$ cat config.mk
export PLATFORM = sky130hd
export DESIGN_NAME = mux8_rr_arbiter
export DESIGN_NICKNAME = d
export VERILOG_FILES = /design/src/rtl/mux8_arb_pkg.sv /design/src/rtl/rr_pick8.sv /design/src/rtl/mux8_rr_arbiter.sv
export SDC_FILE = /design/constraint.sdc
export NUM_CORES = 1
export LEC_CHECK = 0
export ABC_AREA = 0
export BUFFER_PORTS_ARGS = -buffer_cell sky130_fd_sc_hd__buf_2
export CAP_MARGIN = 30
export CORE_MARGIN = 1
export CORE_UTILIZATION = 50
export DETAILED_ROUTE_END_ITERATION = 16
export PLACE_DENSITY = 0.72
export SYNTH_ARGS = -nofsm -noshare
export SYNTH_HDL_FRONTEND = slang
export SYNTH_SLANG_ARGS = --single-unit
$ cat constraint.sdc
create_clock -name clk -period 4.88 [get_ports clk]
set_input_delay 0.976 -clock clk [delete_from_list [all_inputs] [get_ports clk]]
set_output_delay 0.976 -clock clk [all_outputs]
set_load 0.01 [all_outputs]
$ cat src/rtl/mux8_arb_pkg.sv
// Shared constants, FSM state type and the round-robin pick function for the
// 8:1 mux arbiter.
package mux8_arb_pkg;

  localparam int N_REQ = 8;
  localparam int SEL_W = 3;

  typedef enum logic {IDLE = 1'b0, BUSY = 1'b1} state_t;

  // Returns {found, idx}: the first set request at or after ptr, modulo N_REQ.
  function automatic logic [SEL_W:0] rr_pick(input logic [N_REQ-1:0] req,
                                             input logic [SEL_W-1:0] ptr);
    logic [2*N_REQ-1:0] dbl;
    logic [N_REQ-1:0]   rot;
    logic [SEL_W-1:0]   off;
    logic               found;
    dbl   = {req, req};
    rot   = dbl[ptr +: N_REQ];
    off   = '0;
    found = 1'b0;
    for (int i = N_REQ - 1; i >= 0; i--) begin
      if (rot[i]) begin
        found = 1'b1;
        off   = i[SEL_W-1:0];
      end
    end
    return {found, SEL_W'(ptr + off)};
  endfunction

endpackage

$ cat src/rtl/rr_pick8.sv
// Combinational rotate / priority-encode / un-rotate picker: first requester
// at or after ptr, wrapping 7->0.
import mux8_arb_pkg::*;

module rr_pick8 (
  input  logic [N_REQ-1:0] req,
  input  logic [SEL_W-1:0] ptr,
  output logic             found,
  output logic [SEL_W-1:0] idx
);

  assign {found, idx} = rr_pick(req, ptr);

endmodule

$ cat src/rtl/mux8_rr_arbiter.sv
// Round-robin arbiter driving the select lines of the 8:1 mux, with a bounded
// hold tenure. Optional urgent requester 7 via `define MUX8_ARB_PRIO7_EN.
//
// state | meaning
// IDLE  | no grant; sel holds last winner
// BUSY  | gnt[sel] held; hold_left counts remaining tenure down to 0
import mux8_arb_pkg::*;

module mux8_rr_arbiter #(
  parameter int MAX_HOLD = 4
) (
  input  logic             clk,
  input  logic             rst,
  input  logic [N_REQ-1:0] req,
  output logic [N_REQ-1:0] gnt,
  output logic [SEL_W-1:0] sel,
  output logic             grant_valid,
  output logic             forced_release
);

  localparam int CNT_W = $clog2(MAX_HOLD + 1);

  state_t             state, state_n;
  logic [SEL_W-1:0]   ptr, ptr_n, sel_n, search_ptr, rr_idx, pick_idx;
  logic [N_REQ-1:0]   gnt_n;
  logic [CNT_W-1:0]   hold_left, hold_left_n;
  logic               fr_n, rr_found, pick_found, holder_req, release_now, preempt;

  // On a release edge the search starts just past the current holder.
  assign search_ptr = (state == BUSY) ? SEL_W'(sel + 1'b1) : ptr;
  assign holder_req = req[sel];

  rr_pick8 u_pick (
    .req   (req),
    .ptr   (search_ptr),
    .found (rr_found),
    .idx   (rr_idx)
  );

`ifdef MUX8_ARB_PRIO7_EN
  logic req7_q, urgent;

  always_ff @(posedge clk or posedge rst) begin
    if (rst) req7_q <= 1'b0;
    else     req7_q <= req[N_REQ-1];
  end

  // A timed-out requester 7 falls back to plain round robin so others get a turn.
  assign urgent     = req[N_REQ-1] && !((state == BUSY) && (sel == SEL_W'(N_REQ-1)));
  assign preempt    = (state == BUSY) && (sel != SEL_W'(N_REQ-1)) && req[N_REQ-1] && !req7_q;
  assign pick_found = rr_found || urgent;
  assign pick_idx   = urgent ? SEL_W'(N_REQ-1) : rr_idx;
`else
  assign preempt    = 1'b0;
  assign pick_found = rr_found;
  assign pick_idx   = rr_idx;
`endif

  always_comb begin
    state_n     = state;
    gnt_n       = gnt;
    sel_n       = sel;
    ptr_n       = ptr;
    hold_left_n = hold_left;
    fr_n        = 1'b0;
    release_now = 1'b0;
    case (state)
      IDLE: begin
        if (pick_found) begin
          state_n     = BUSY;
          gnt_n       = N_REQ'(1) << pick_idx;
          sel_n       = pick_idx;
          hold_left_n = CNT_W'(MAX_HOLD - 1);
        end
      end
      BUSY: begin
        if (!holder_req) begin
          release_now = 1'b1;
        end else if (hold_left == '0 || preempt) begin
          release_now = 1'b1;
          fr_n        = 1'b1;
        end else begin
          hold_left_n = hold_left - 1'b1;
        end
        if (release_now) begin
          ptr_n = SEL_W'(sel + 1'b1);
          if (pick_found) begin
            gnt_n       = N_REQ'(1) << pick_idx;
            sel_n       = pick_idx;
            hold_left_n = CNT_W'(MAX_HOLD - 1);
          end else begin
            state_n = IDLE;
            gnt_n   = '0;
          end
        end
      end
      default: state_n = IDLE;
    endcase
  end

  always_ff @(posedge clk or posedge rst) begin
    if (rst) begin
      state          <= IDLE;
      gnt            <= '0;
      sel            <= '0;
      ptr            <= '0;
      hold_left      <= '0;
      forced_release <= 1'b0;
    end else begin
      state          <= state_n;
      gnt            <= gnt_n;
      sel            <= sel_n;
      ptr            <= ptr_n;
      hold_left      <= hold_left_n;
      forced_release <= fr_n;
    end
  end

  assign grant_valid = (state == BUSY);

endmodule

; ---- After elaboration in Yosys (flattened, before gate mapping)
; Index checks and enable logic that the tools add are counted.
[word_totals]
ff_bits = 19
in_bits = 10
output_inout_bits = 13
wordCells = 58
[classes]
addsub = 3
n_lt_le_gt_ge = 1
n_eq_ne = 2
shifts = 2
mux = 40
bitwise_logic = 1
n_reduce_logical = 3
[ops]
columns = cell, n
row1 = 2-to-1 mux 3 bit, 16
row2 = 2-to-1 mux 8 bit, 3
row3 = 2-to-1 mux 1 bit, 16
row4 = one-hot mux 8 bit (2 select lines), 1
row5 = indexed part select 16 x 4 -> 8 bit, 1
row6 = one-hot mux 3 bit (2 select lines), 2
row7 = << shifter 1 x 3 -> 8 bit (first input constant), 1
row8 = < comparator 3 x 4 -> 1 bit (second input constant), 1
row9 = AND reduction 2 bit, 2
row10 = adder 3 x 1 -> 3 bit (second input constant), 1
row11 = adder 3 bit, 1
row12 = binary-select mux 1 bit (select 3 bit), 1
row13 = logical NOT 3 bit, 1
row14 = subtractor 3 x 1 -> 3 bit (second input constant), 1
row15 = inequality test 2 x 1 -> 1 bit (second input constant), 1
row16 = inequality test 2 bit (second input constant), 1
row17 = one-hot mux 1 bit (2 select lines), 1
row18 = NOT 1 bit, 1

; ---- Longest topological paths before layout
; Gate-level depths: netlist of run 1.
[logic_depth]
depth_word = 16
depth_mapped = 14
mapped_depth_nobuf = 14

; ---- By module
; From an unflattened synthesis of run 1, not the netlist that was laid out.
[hier_totals]
hier_cells = 167
hier_area_um2 = 1762.9
[modules_own_cells]
columns = mod, n_inst, cells_each, area_per_inst_um2, seq_area_each_um2
row1 = mux8_rr_arbiter, 1, 96, 1111.1, 475.5
row2 = rr_pick8, 1, 71, 651.9, 0.0

; ---- Worst setup path before layout of run 1
; No wires, ideal clock.
[synth_path]
path_kind = reg2reg
startpoint = register sel[0]
endpoint = register gnt[1]
setup_time_ns = 0.122
arrival_time_ns = 3.483
required_time_ns = 4.758
slack_ns = 1.276
stages_incl_launch_ff = 14
path_buffers = 0
period_less_slack_ns = 3.604
path_cell_list = dfrtp_1 -> ha_1 -> mux2_4 -> inv_2 -> mux4_2 -> mux2_2 -> a21boi_0 -> o211ai_1 -> and2_1 -> ha_1 -> inv_1 -> fa_1 -> and3_1 -> a32o_1
[synth_via]
elab_chain_len = 16
elab_cells_between_ends = 32
classes_between = add/sub (2) / eq/ne (2) / shift (2) / mux (25) / reduce/logical (1)
[synth_lines]
columns = element, line_no
row1 = start: declaration, mux8_rr_arbiter.sv:16  ; output logic [SEL_W-1:0] sel,
row2 = start signal: assignment, mux8_rr_arbiter.sv:112  ; sel <= sel_n;
row3 = adder 3 x 1 -> 3 bit, mux8_rr_arbiter.sv:30  ; assign search_ptr = (state == BUSY) ? SEL_W'(sel + 1'b1) : ptr;
row4 = 2-to-1 mux 3 bit, mux8_rr_arbiter.sv:30
row5 = indexed part select 16 x 4 -> 8 bit, mux8_arb_pkg.sv:18  ; rot = dbl[ptr +: N_REQ];
row6 = 2-to-1 mux 3 bit (8 in a row), mux8_arb_pkg.sv:22  ; if (rot[i]) begin
row7 = adder 3 bit, mux8_arb_pkg.sv:27  ; return {found, SEL_W'(ptr + off)};
row8 = << shifter 1 x 3 -> 8 bit, "mux8_rr_arbiter.sv:71, mux8_rr_arbiter.sv:88"
row9 = 2-to-1 mux 8 bit, mux8_rr_arbiter.sv:87  ; if (pick_found) begin
row10 = 2-to-1 mux 8 bit, mux8_rr_arbiter.sv:85  ; if (release_now) begin
row11 = one-hot mux 8 bit (2 select lines), mux8_rr_arbiter.sv:67  ; case (state)
row12 = end signal: assignment, mux8_rr_arbiter.sv:111  ; gnt <= gnt_n;
row13 = end: declaration, mux8_rr_arbiter.sv:15  ; output logic [N_REQ-1:0] gnt,
; Parallel ways exist; a longest one is shown, timed or not. The select of a mux whose other input is x is not followed.
; A chain may end at the register's enable or synchronous reset.

; ---- Final worst setup path of run 1
[layout_path]
startpoint = register sel[0]
endpoint = register gnt[3]
; The elaborated chain is that of the path after synthesis.

==> impl_metrics.csv, run 1 <==
group,metric,value,unit
synthesis,synth_edf_count,0,
die,die_h,54.8,um
route,vias_per_cell,6.25,
grt,grt_pass1_vias,998,
worst_setup_path,cp_top_family,"multiplexers",
layout,syn_to_final_growth,11.2,%
clock_tree,cts_tree,"done",
worst_hold_path,min-delay-path-class,"flip-flop to flip-flop",
layout,final.fill_count,221,
sta,hold_viol_final,0,
sta,worst_slew_pin_slew,0.707,ns
worst_setup_path,crit_top_cell,"ha_1",
clock_tree,cts_buffer_depth,2,
die,floorplan.rows,18,
synthesis,syn_area,1390,um2
synthesis,syn-num-nets,130,
synthesis,synth-seq-cells,19,
worst_setup_path,crit_path_cell_trace,"ha_1 > mux2_4 > inv_2 > mux4_2 > mux2_2 > a21boi_0 > o211ai_1 > and2_1 > ha_1 > inv_1 > fa_1 > xor2_1 > o21ai_1 > a32o_1",
worst_setup_path,crit_path_max_fanout,7,
worst_setup_path,ff2ff_path_depth,14,
sta,period_minus_slack,3.87,ns
status,outcome,"finished clean",
worst_setup_path,critPathCapture,"gnt[3]$_DFFE_PP0P_",
sta,grt_setup_unrepaired,"false",
clock_tree,post_cts_buffers,0,
worst_setup_path,crit_arrival,4.07,ns
synthesis,postSynth.asyncResetShare,100,%
sta,max_freq,259,MHz
clock_tree,cts_root_buffer,"clkbuf_4",
worst_setup_path,end_kind,"flip-flop",
die,initial_utilization,54.7,%
layout,nets,155,
worst_setup_path,cpPeakStageDelay,0.53,ns
worst_setup_path,crit_slowest_cell,"mux4_2",
synthesis,ys.flop_type,"dfrtp_1",
clock_tree,cts.clk_slew.worst_paths,0.11,ns
worst_setup_path,reg2reg_slack,1.01,ns
grt,grt_max_degree,20,
layout,drive_gt1_share,35.3,%
route,drt_first_iter_violations,35,
die,core,2540,um2
placed_design,place_congestion,0.790,
sta,relSlewSlack,52.8,%
sta,setup_tns,0,ns
route,wl_per_cell,16.4,um
synthesis,yosys_warnings,0,
synthesis,avgSynthCellArea,12.1,um2
worst_setup_path,startpoint,"sel[0]$_DFFE_PP0P_",
synthesis,yosysUniqueCellTypes,40,
clock_tree,cts_repair_resize_count,0,
job,max-cap-violations,0,
synthesis,synth_seq_area_share,34.2,%
route,vias,1056,
clock_tree,ctsHoldBuffers,0,
sta,setup_violations,0,
grt,grt_usage,21.9,%
worst_setup_path,rr_endpoint,"gnt[3]$_DFFE_PP0P_",
synthesis,syn_inst,115,
placed_design,port_buffers,22,
route,antenna_left,0,
die,fp.dieW,54.8,um
grt,antenna_found_initial,0,
worst_setup_path,path_buf_inv,2,
layout,diodes,0,
clock_tree,numCtsBuffers,3,
sta,maxSlewViolCount,0,
grt,grt_pass1_wl,4640,um
worst_setup_path,cp.required,5.08,ns
die,pin_count,23,
route,firstDrtPassIters,4,
worst_setup_path,critical_path_depth,14,
placed_design,dp_hpwl,2220,um
route,totalWireLength,2770,um
grt,overflow,0,
route,drc,0,
worst_setup_path,critPathKind,"flip-flop to flip-flop",
die,die-area,3000,um2
sta,clock_skew,0.0142,ns
clock_tree,clk_latency,0.30,ns
clock_tree,cts.sinks,19,
clock_tree,htreeDepth,1,
worst_setup_path,r2r-start,"sel[0]$_DFFE_PP0P_",
worst_setup_path,cp-start-kind,"flip-flop",
sta,fin_crit_sh,79.2,%
-- Yosys cell counts, types with 2 or more instances --
cell	n	share of area, %
nor3_1	2	0.72
xor2_1	2	1.3
o211ai_1	2	1.1
mux2_4	2	2.2
inv_1	6	1.6
and3_1	2	0.90
mux2i_1	10	7.2
dfrtp_1	19	34
nor2_1	4	1.1
a32o_1	8	5.8
mux4_2	10	16
nand2b_1	6	2.7
nand2_1	6	1.6
o21ai_0	2	0.72
mux2_2	3	2.4
a21oi_1	2	0.72
buf_6	2	1.6
ha_1	4	3.6
inv_2	2	0.54
-- worst reg2reg max path: cells and delay by family, from the launching register on --
| family | cells | cell delay (ns) |
|---|---|---|
| buffers and inverters | 2 | 0.18 |
| adders and majority gates | 3 | 0.67 |
| xor gates and xnor gates | 1 | 0.34 |
| DFF | 1 | 0.46 |
| AOI/OAI and AO/OA | 4 | 0.80 |
| and+or+nand+nor | 1 | 0.18 |
| muxes | 3 | 1.13 |
-- metrics by stage --
step / setup WS, ns / util, % / area [um2] / cells / hold slack (ns)
4_1_cts: 0.993 / 60.8 / 1550 / 169 / 0.504
3_5_place_dp: 0.960 / 59.7 / 1520 / 165 / 0.480
2_1_floorplan: 1.28 / - / 1390 / 115 / 0.445
6_report: 1.01 / 60.8 / 1550 / 169 / 0.499
3_3_place_gp: 1.02 / 59.7 / 1520 / 165 / 0.460
5_1_grt: 0.642 / 60.8 / 1550 / 169 / 0.525
-- logic make-up after synthesis --
group / after synthesis / share of synthesized area (%)
and+or+nand+nor: 28 / 11.5
muxes: 27 / 29.8
AOI/OAI and AO/OA: 23 / 14.2
DFF: 19 / 34.2
buffers and inverters: 11 / 4.05
adders and majority gates: 5 / 5.04
xor gates and xnor gates: 2 / 1.26
-- layout by cell type (no fill, tap or decap), types with 3 or more instances in the layout --
cell / count
clkbuf_4: 3
mux2i_1: 10
inv_1: 6
a32o_1: 8
buf_2: 22
nor2_1: 4
ha_1: 4
nand2b_1: 6
dfrtp_1: 19
nand2_1: 6
mux2_2: 3
mux4_2: 10
-- registers in the layout, indices dropped and copies added, names as in the netlist --
| name | cells |
|---|---|
| gnt | 8 |
| hold_left | 3 |
| ptr | 3 |
| sel | 3 |
| forced_release | 1 |
| grant_valid | 1 |
-- cell type report --
type	instances	area [um2]	area share, %
multi-input cells	85	860	55.5
flip-flops and latches	19	475	30.7
repair buffers	23	118	7.60
well taps	30	37.5	2.43
inverters	8	30.0	1.94
clock buffers	3	22.5	1.46
clock inverters	1	5.00	0.323
-- metal layers --
metal / global-route usage, % / vias up / share of wire (%)
met5: 0 / - / 0
met4: 3.85 / 0 / 0
met3: 3.33 / 0 / 4.4
met2: 35.9 / 37 / 53
met1: 30.6 / 520 / 43
li1: - / 499 / -
-- worst min path at each step --
stage | startpoint | end | slack, ns | cells after the start
6_report | ptr[0]$_DFFE_PP0P_ | ptr[0]$_DFFE_PP0P_ | 0.50 | 2
4_1_cts | hold_left[0]$_DFFE_PP0P_ | hold_left[0]$_DFFE_PP0P_ | 0.50 | 1
5_1_grt | gnt[4]$_DFFE_PP0P_ | gnt[4]$_DFFE_PP0P_ | 0.52 | 1
2_1_floorplan | hold_left[0]$_DFFE_PP0P_ | hold_left[0]$_DFFE_PP0P_ | 0.44 | 1
3_5_place_dp | ptr[0]$_DFFE_PP0P_ | ptr[0]$_DFFE_PP0P_ | 0.48 | 2
3_3_place_gp | hold_left[0]$_DFFE_PP0P_ | hold_left[0]$_DFFE_PP0P_ | 0.46 | 1
Power of run 1 is not shown: default switching activity piles up to over one toggle a cycle in this logic, so the estimate is an artifact.
==> run 2: changes to the inputs <==
--- a/config.mk
+++ b/config.mk
@@ -11,7 +11,7 @@
 export CORE_MARGIN = 1
 export CORE_UTILIZATION = 50
 export DETAILED_ROUTE_END_ITERATION = 16
-export PLACE_DENSITY = 0.72
+export PLACE_DENSITY = 0.75
 export SYNTH_ARGS = -nofsm -noshare
 export SYNTH_HDL_FRONTEND = slang
 export SYNTH_SLANG_ARGS = --single-unit
==> constraint.sdc (replaced) <==
create_clock -name clk -period 3.14 [get_ports clk]
set_input_delay 0.628 -clock clk [delete_from_list [all_inputs] [get_ports clk]]
set_output_delay 0.628 -clock clk [all_outputs]
set_load 0.01 [all_outputs]
==> impl_metrics.csv, run 2 (synthesis gave the netlist of run 1 again) <==
group,metric,value,unit
layout,largest_reg_flops,8,
die,core,2540,um2
sta,setup_violations,11,
route,drc,0,
layout,syn_to_final_growth,35.1,%
clock_tree,ctsHoldBuffers,0,
grt,grt_pass1_wl,5630,um
die,initial_utilization,54.7,%
grt,grt_usage,27.4,%
route,wl_per_cell,17.6,um
sta,whs,0.405,ns
layout,regMostFlops,"gnt",
route,vias_per_cell,6.08,
sta,fin_crit_sh,113,%
route,drt_first_iter_violations,32,
grt,grt_max_degree,20,
placed_design,port_buffers,22,
clock_tree,cts_root_buffer,"clkbuf_4",
job,max-cap-violations,0,
worst_setup_path,crit_arrival,3.76,ns
die,pin_count,23,
worst_setup_path,ff2ff_path_depth,13,
sta,setup_tns,-3.49,ns
die,floorplan.rows,18,
grt,antenna_found_initial,0,
status,outcome,"complete, but fails checks",
die,fp.dieW,54.8,um
layout,final_common_cell,"buf_4",
worst_setup_path,cp-start-kind,"flip-flop",
route,antenna_left,0,
clock_tree,cts_tree,"done",
sta,clock_skew,0.00220,ns
layout,final_core_util,73.8,%
layout,nets,183,
route,vias,1197,
clock_tree,htreeDepth,1,
clock_tree,cts.sinks,19,
clock_tree,clk_latency,0.31,ns
layout,diodes,0,
placed_design,dp_hpwl,2630,um
sta,maxSlewViolCount,0,
die,die_h,54.8,um
route,firstDrtPassIters,4,
clock_tree,cts.clk_slew.worst_paths,0.10,ns
status,violations,"negative setup slack",
sta,max_freq,281,MHz
route,totalWireLength,3470,um
worst_setup_path,crit_path_max_fanout,6,
sta,hold_viol_final,0,
worst_hold_path,min-delay-path-class,"input pin to async pin",
worst_setup_path,reg2reg_slack,-0.41,ns
layout,mostFrequentLayoutCells,"buf_4, buf_2, dfrtp_1, mux4_2, mux2i_1",
placed_design,place_congestion,0.841,
worst_setup_path,end_kind,"flip-flop",
worst_setup_path,r2r-start,"sel[0]$_DFFE_PP0P_",
die,die-area,3000,um2
layout,drive_gt1_share,55.1,%
grt,overflow,0,
clock_tree,cts_buffer_depth,2,
sta,relSlewSlack,54.0,%
sta,period_minus_slack,3.55,ns
worst_setup_path,critPathKind,"flip-flop to flip-flop",
sta,grt_setup_unrepaired,"true",
sta,layout_setup_ws,-0.414,ns
worst_setup_path,rr_endpoint,"gnt[4]$_DFFE_PP0P_",
grt,grt_pass1_vias,1165,
worst_setup_path,cp.required,3.34,ns
clock_tree,numCtsBuffers,3,
sta,worst_slew_pin_slew,0.689,ns
-- run 2: cell type report --
type,instances,area (um2)
Clock buffer,4,26.3
Timing Repair Buffer,51,332
Inverter,8,32.5
Tap cell,30,37.5
Fill cell,161,666
Sequential cell,19,478
Multi-Input combinational cell,85,973
-- run 2: worst max-delay path by stage --
stage	from	end	slack, ns	cells past startpoint
4_1_cts	sel[0]$_DFFE_PP0P_	gnt[4]$_DFFE_PP0P_	-0.34	13
6_report	sel[0]$_DFFE_PP0P_	gnt[4]$_DFFE_PP0P_	-0.41	13
5_1_grt	sel[0]$_DFFE_PP0P_	sel[2]$_DFFE_PP0P_	-0.53	15
3_3_place_gp	sel[1]$_DFFE_PP0P_	gnt[5]$_DFFE_PP0P_	-0.29	13
3_5_place_dp	sel[1]$_DFFE_PP0P_	gnt[2]$_DFFE_PP0P_	-0.43	15
2_1_floorplan	sel[1]$_DFFE_PP0P_	gnt[0]$_DFFE_PP0P_	-0.26	13
-- run 2: what timing repair did --
action / in CTS / in global routing
pin swaps: 11 / 1
endpoints found under the setup margin: 10 / 11
setup buffers: 1 / 2
resized for setup: 8 / 4
-- run 2: per-layer routing --
layer | up-vias | track usage (%) | share of wire (%)
met4 | 0 | 7.69 | 2.0
li1 | 554 | - | -
met1 | 596 | 34.6 | 41
met5 | - | 0 | 0
met3 | 8 | 6.94 | 3.8
met2 | 39 | 45.8 | 53
-- run 2: critical path, stage by stage, from the launching register on --
cell and delay [ns]:
dfrtp_2 0.43, ha_4 0.24, mux2_4 0.31, inv_4 0.08, mux4_2 0.52, mux2_4 0.28, a21boi_2 0.15, o211ai_1 0.10
and2_1 0.17, ha_2 0.17, inv_2 0.05, fa_2 0.47, nor3b_4 0.19, a32o_1 0.29
-- run 2: per-stage QoR --
| stage | setup WS (ns) | instance area, um2 | instances |
|---|---|---|---|
| 3_3_place_gp | -0.287 | 1750 | 190 |
| 2_1_floorplan | -0.260 | 1440 | 115 |
| 5_1_grt | -0.526 | 1880 | 197 |
| 6_report | -0.414 | 1880 | 197 |
| 4_1_cts | -0.338 | 1840 | 195 |
| 3_5_place_dp | -0.429 | 1750 | 190 |
Power of run 2 is left out for the same reason.
==> run 3: changes to the inputs <==
--- a/config.mk
+++ b/config.mk
@@ -11,7 +11,8 @@
 export CORE_MARGIN = 1
 export CORE_UTILIZATION = 50
 export DETAILED_ROUTE_END_ITERATION = 16
-export PLACE_DENSITY = 0.75
+export PLACE_DENSITY_LB_ADDON = 0.05
 export SYNTH_ARGS = -nofsm -noshare
 export SYNTH_HDL_FRONTEND = slang
+export SYNTH_HIERARCHICAL = 1
 export SYNTH_SLANG_ARGS = --single-unit
==> impl_metrics.csv, run 3 <==
group,metric,value,unit
route,totalWireLength,4840,um
synthesis,syn_inst,167,
synthesis,synth_commonest_cells,"dfrtp_1, mux2i_1, nor2_1",
sta,fin_crit_sh,127,%
worst_setup_path,cp-start-kind,"flip-flop",
worst_setup_path,end_kind,"flip-flop",
sta,maxSlewViolCount,0,
synthesis,synth_edf_count,0,
grt,grt_pass1_vias,1610,
clock_tree,cts.sinks,19,
die,die_h,61.4,um
worst_setup_path,ff2ff_path_depth,18,
synthesis,ys.flop_type,"dfrtp_1",
placed_design,port_buffers,22,
layout,nets,245,
job,max-cap-violations,0,
synthesis,syn_area,1760,um2
route,vias,1690,
synthesis,avgSynthCellArea,10.6,um2
synthesis,synth_top_cell_by_area,"dfrtp_1",
grt,overflow,0,
grt,antenna_found_initial,0,
sta,grt_setup_unrepaired,"true",
route,antenna_left,0,
clock_tree,htreeDepth,1,
layout,final_common_cell,"buf_4",
route,drc,0,
route,firstDrtPassIters,4,
die,initial_utilization,52.4,%
die,floorplan.rows,21,
grt,grt_max_degree,20,
layout,diodes,0,
die,die-area,3770,um2
layout,syn_to_final_growth,34.5,%
synthesis,yosys_warnings,6,
sta,layout_setup_ws,-0.848,ns
placed_design,place_congestion,0.946,
synthesis,postSynth.asyncResetShare,100,%
synthesis,synth_top_area_share,27.0,%
layout,regMostFlops,"gnt",
placed_design,dp_slack,-0.873,ns
route,drt_first_iter_violations,149,
clock_tree,cts_root_buffer,"clkbuf_4",
clock_tree,ctsHoldBuffers,0,
layout,largest_reg_flops,8,
clock_tree,clk_latency,0.30,ns
worst_setup_path,crit_path_max_fanout,19,
die,fp.dieW,61.4,um
layout,mostFrequentLayoutCells,"buf_4, buf_2, dfrtp_1, mux2i_1, nor2_1",
sta,clock_skew,0.00877,ns
sta,hold_viol_final,0,
status,outcome,"complete, but fails checks",
layout,drive_gt1_share,51.1,%
grt,grt_pass1_wl,7330,um
synthesis,ys_top_cells_by_area,"dfrtp_1, mux2i_1, mux4_2",
synthesis,yosysMostFrequentCell,"dfrtp_1",
synthesis,synth-seq-cells,19,
sta,worst_slew_pin_slew,0.740,ns
worst_setup_path,crit_arrival,4.18,ns
status,violations,"negative setup slack",
route,vias_per_cell,6.15,
clock_tree,cts.clk_slew.worst_paths,0.12,ns
worst_hold_path,min-delay-path-class,"input pin to async pin",
placed_design,dp_hpwl,3480,um
sta,relSlewSlack,50.6,%
die,pin_count,23,
sta,setup_violations,11,
clock_tree,cts_tree,"done",
synthesis,syn-num-nets,182,
layout,final_core_util,70.5,%
route,wl_per_cell,17.6,um
worst_setup_path,cp.required,3.33,ns
worst_setup_path,critPathKind,"flip-flop to flip-flop",
clock_tree,numCtsBuffers,3,
grt,grt_usage,26.6,%
synthesis,synth_seq_area_share,27.0,%
die,core,3360,um2
sta,max_freq,251,MHz
sta,period_minus_slack,3.99,ns
clock_tree,cts_buffer_depth,2,
synthesis,yosysUniqueCellTypes,58,
-- run 3: cells by family after synthesis --
group / Yosys count / synth area share (%)
simple gates: 52 / 15.3
compound gates: 37 / 20.9
mux: 34 / 26.8
flops: 19 / 27.0
buf+inv: 17 / 4.68
fa+ha+maj: 5 / 3.97
xor+xnor: 3 / 1.49
-- run 3: path summary, 6_finish.rpt --
path,from,endpoint,slack (ns)
worst min-delay path,rst,hold_left[2]$_DFFE_PP0P_,0.44
min in group clk,hold_left[0]$_DFFE_PP0P_,hold_left[0]$_DFFE_PP0P_,0.50
worst max register to register,sel[0]$_DFFE_PP0P_,gnt[4]$_DFFE_PP0P_,-0.85
worst min register to register,hold_left[0]$_DFFE_PP0P_,hold_left[0]$_DFFE_PP0P_,0.50
worst max-delay path,sel[0]$_DFFE_PP0P_,gnt[4]$_DFFE_PP0P_,-0.85
max in group asynchronous,rst,grant_valid$_DFF_PP0_,2.20
-- run 3: routing by layer --
layer / GRT usage (%) / wire length, um
met1: 34.4 / 2010
met2: 44.7 / 2420
met3: 4.62 / 275
met4: 10.2 / 129
met5: 0 / 0
-- run 3: metrics by stage --
step	cell area (um2)	instances	setup TNS [ns]	hold WS, ns
3_5_place_dp	2190	264	-8.19	0.482
6_report	2370	275	-7.77	0.435
2_1_floorplan	1790	167	-6.14	0.446
3_3_place_gp	2190	264	-6.47	0.465
5_1_grt	2370	275	-9.29	0.505
4_1_cts	2280	271	-7.94	0.453
-- run 3: critical path: stages, from the launching register on --
cell,delay [ns]
dfrtp_1,0.43
ha_4,0.25
mux2_4,0.29
buf_4,0.22
mux4_2,0.35
or2_2,0.33
o211ai_1,0.14
and3_4,0.22
buf_4,0.10
o21ai_1,0.06
o31ai_2,0.07
ha_2,0.22
inv_2,0.04
fa_2,0.34
xor2_2,0.16
xnor2_2,0.13
buf_6,0.14
nor2b_1,0.13
a32o_1,0.24
-- run 3: repair_timing --
item	in CTS	in global routing
pin swaps	10	10
resized for setup	11	14
setup endpoints to repair	11	14
buffers inserted	3	4
-- run 3: final cells by class --
cell class                 count  area (um2)
clock buffer                   3        22.5
sequential                    19         478
clock inverter                 1        5.00
multi-input combinational    131        1320
inverter                      10        40.0
timing repair buffer          65         444
fill                         263         992
tap                           46        57.6
Power of run 3 is left out for the same reason.
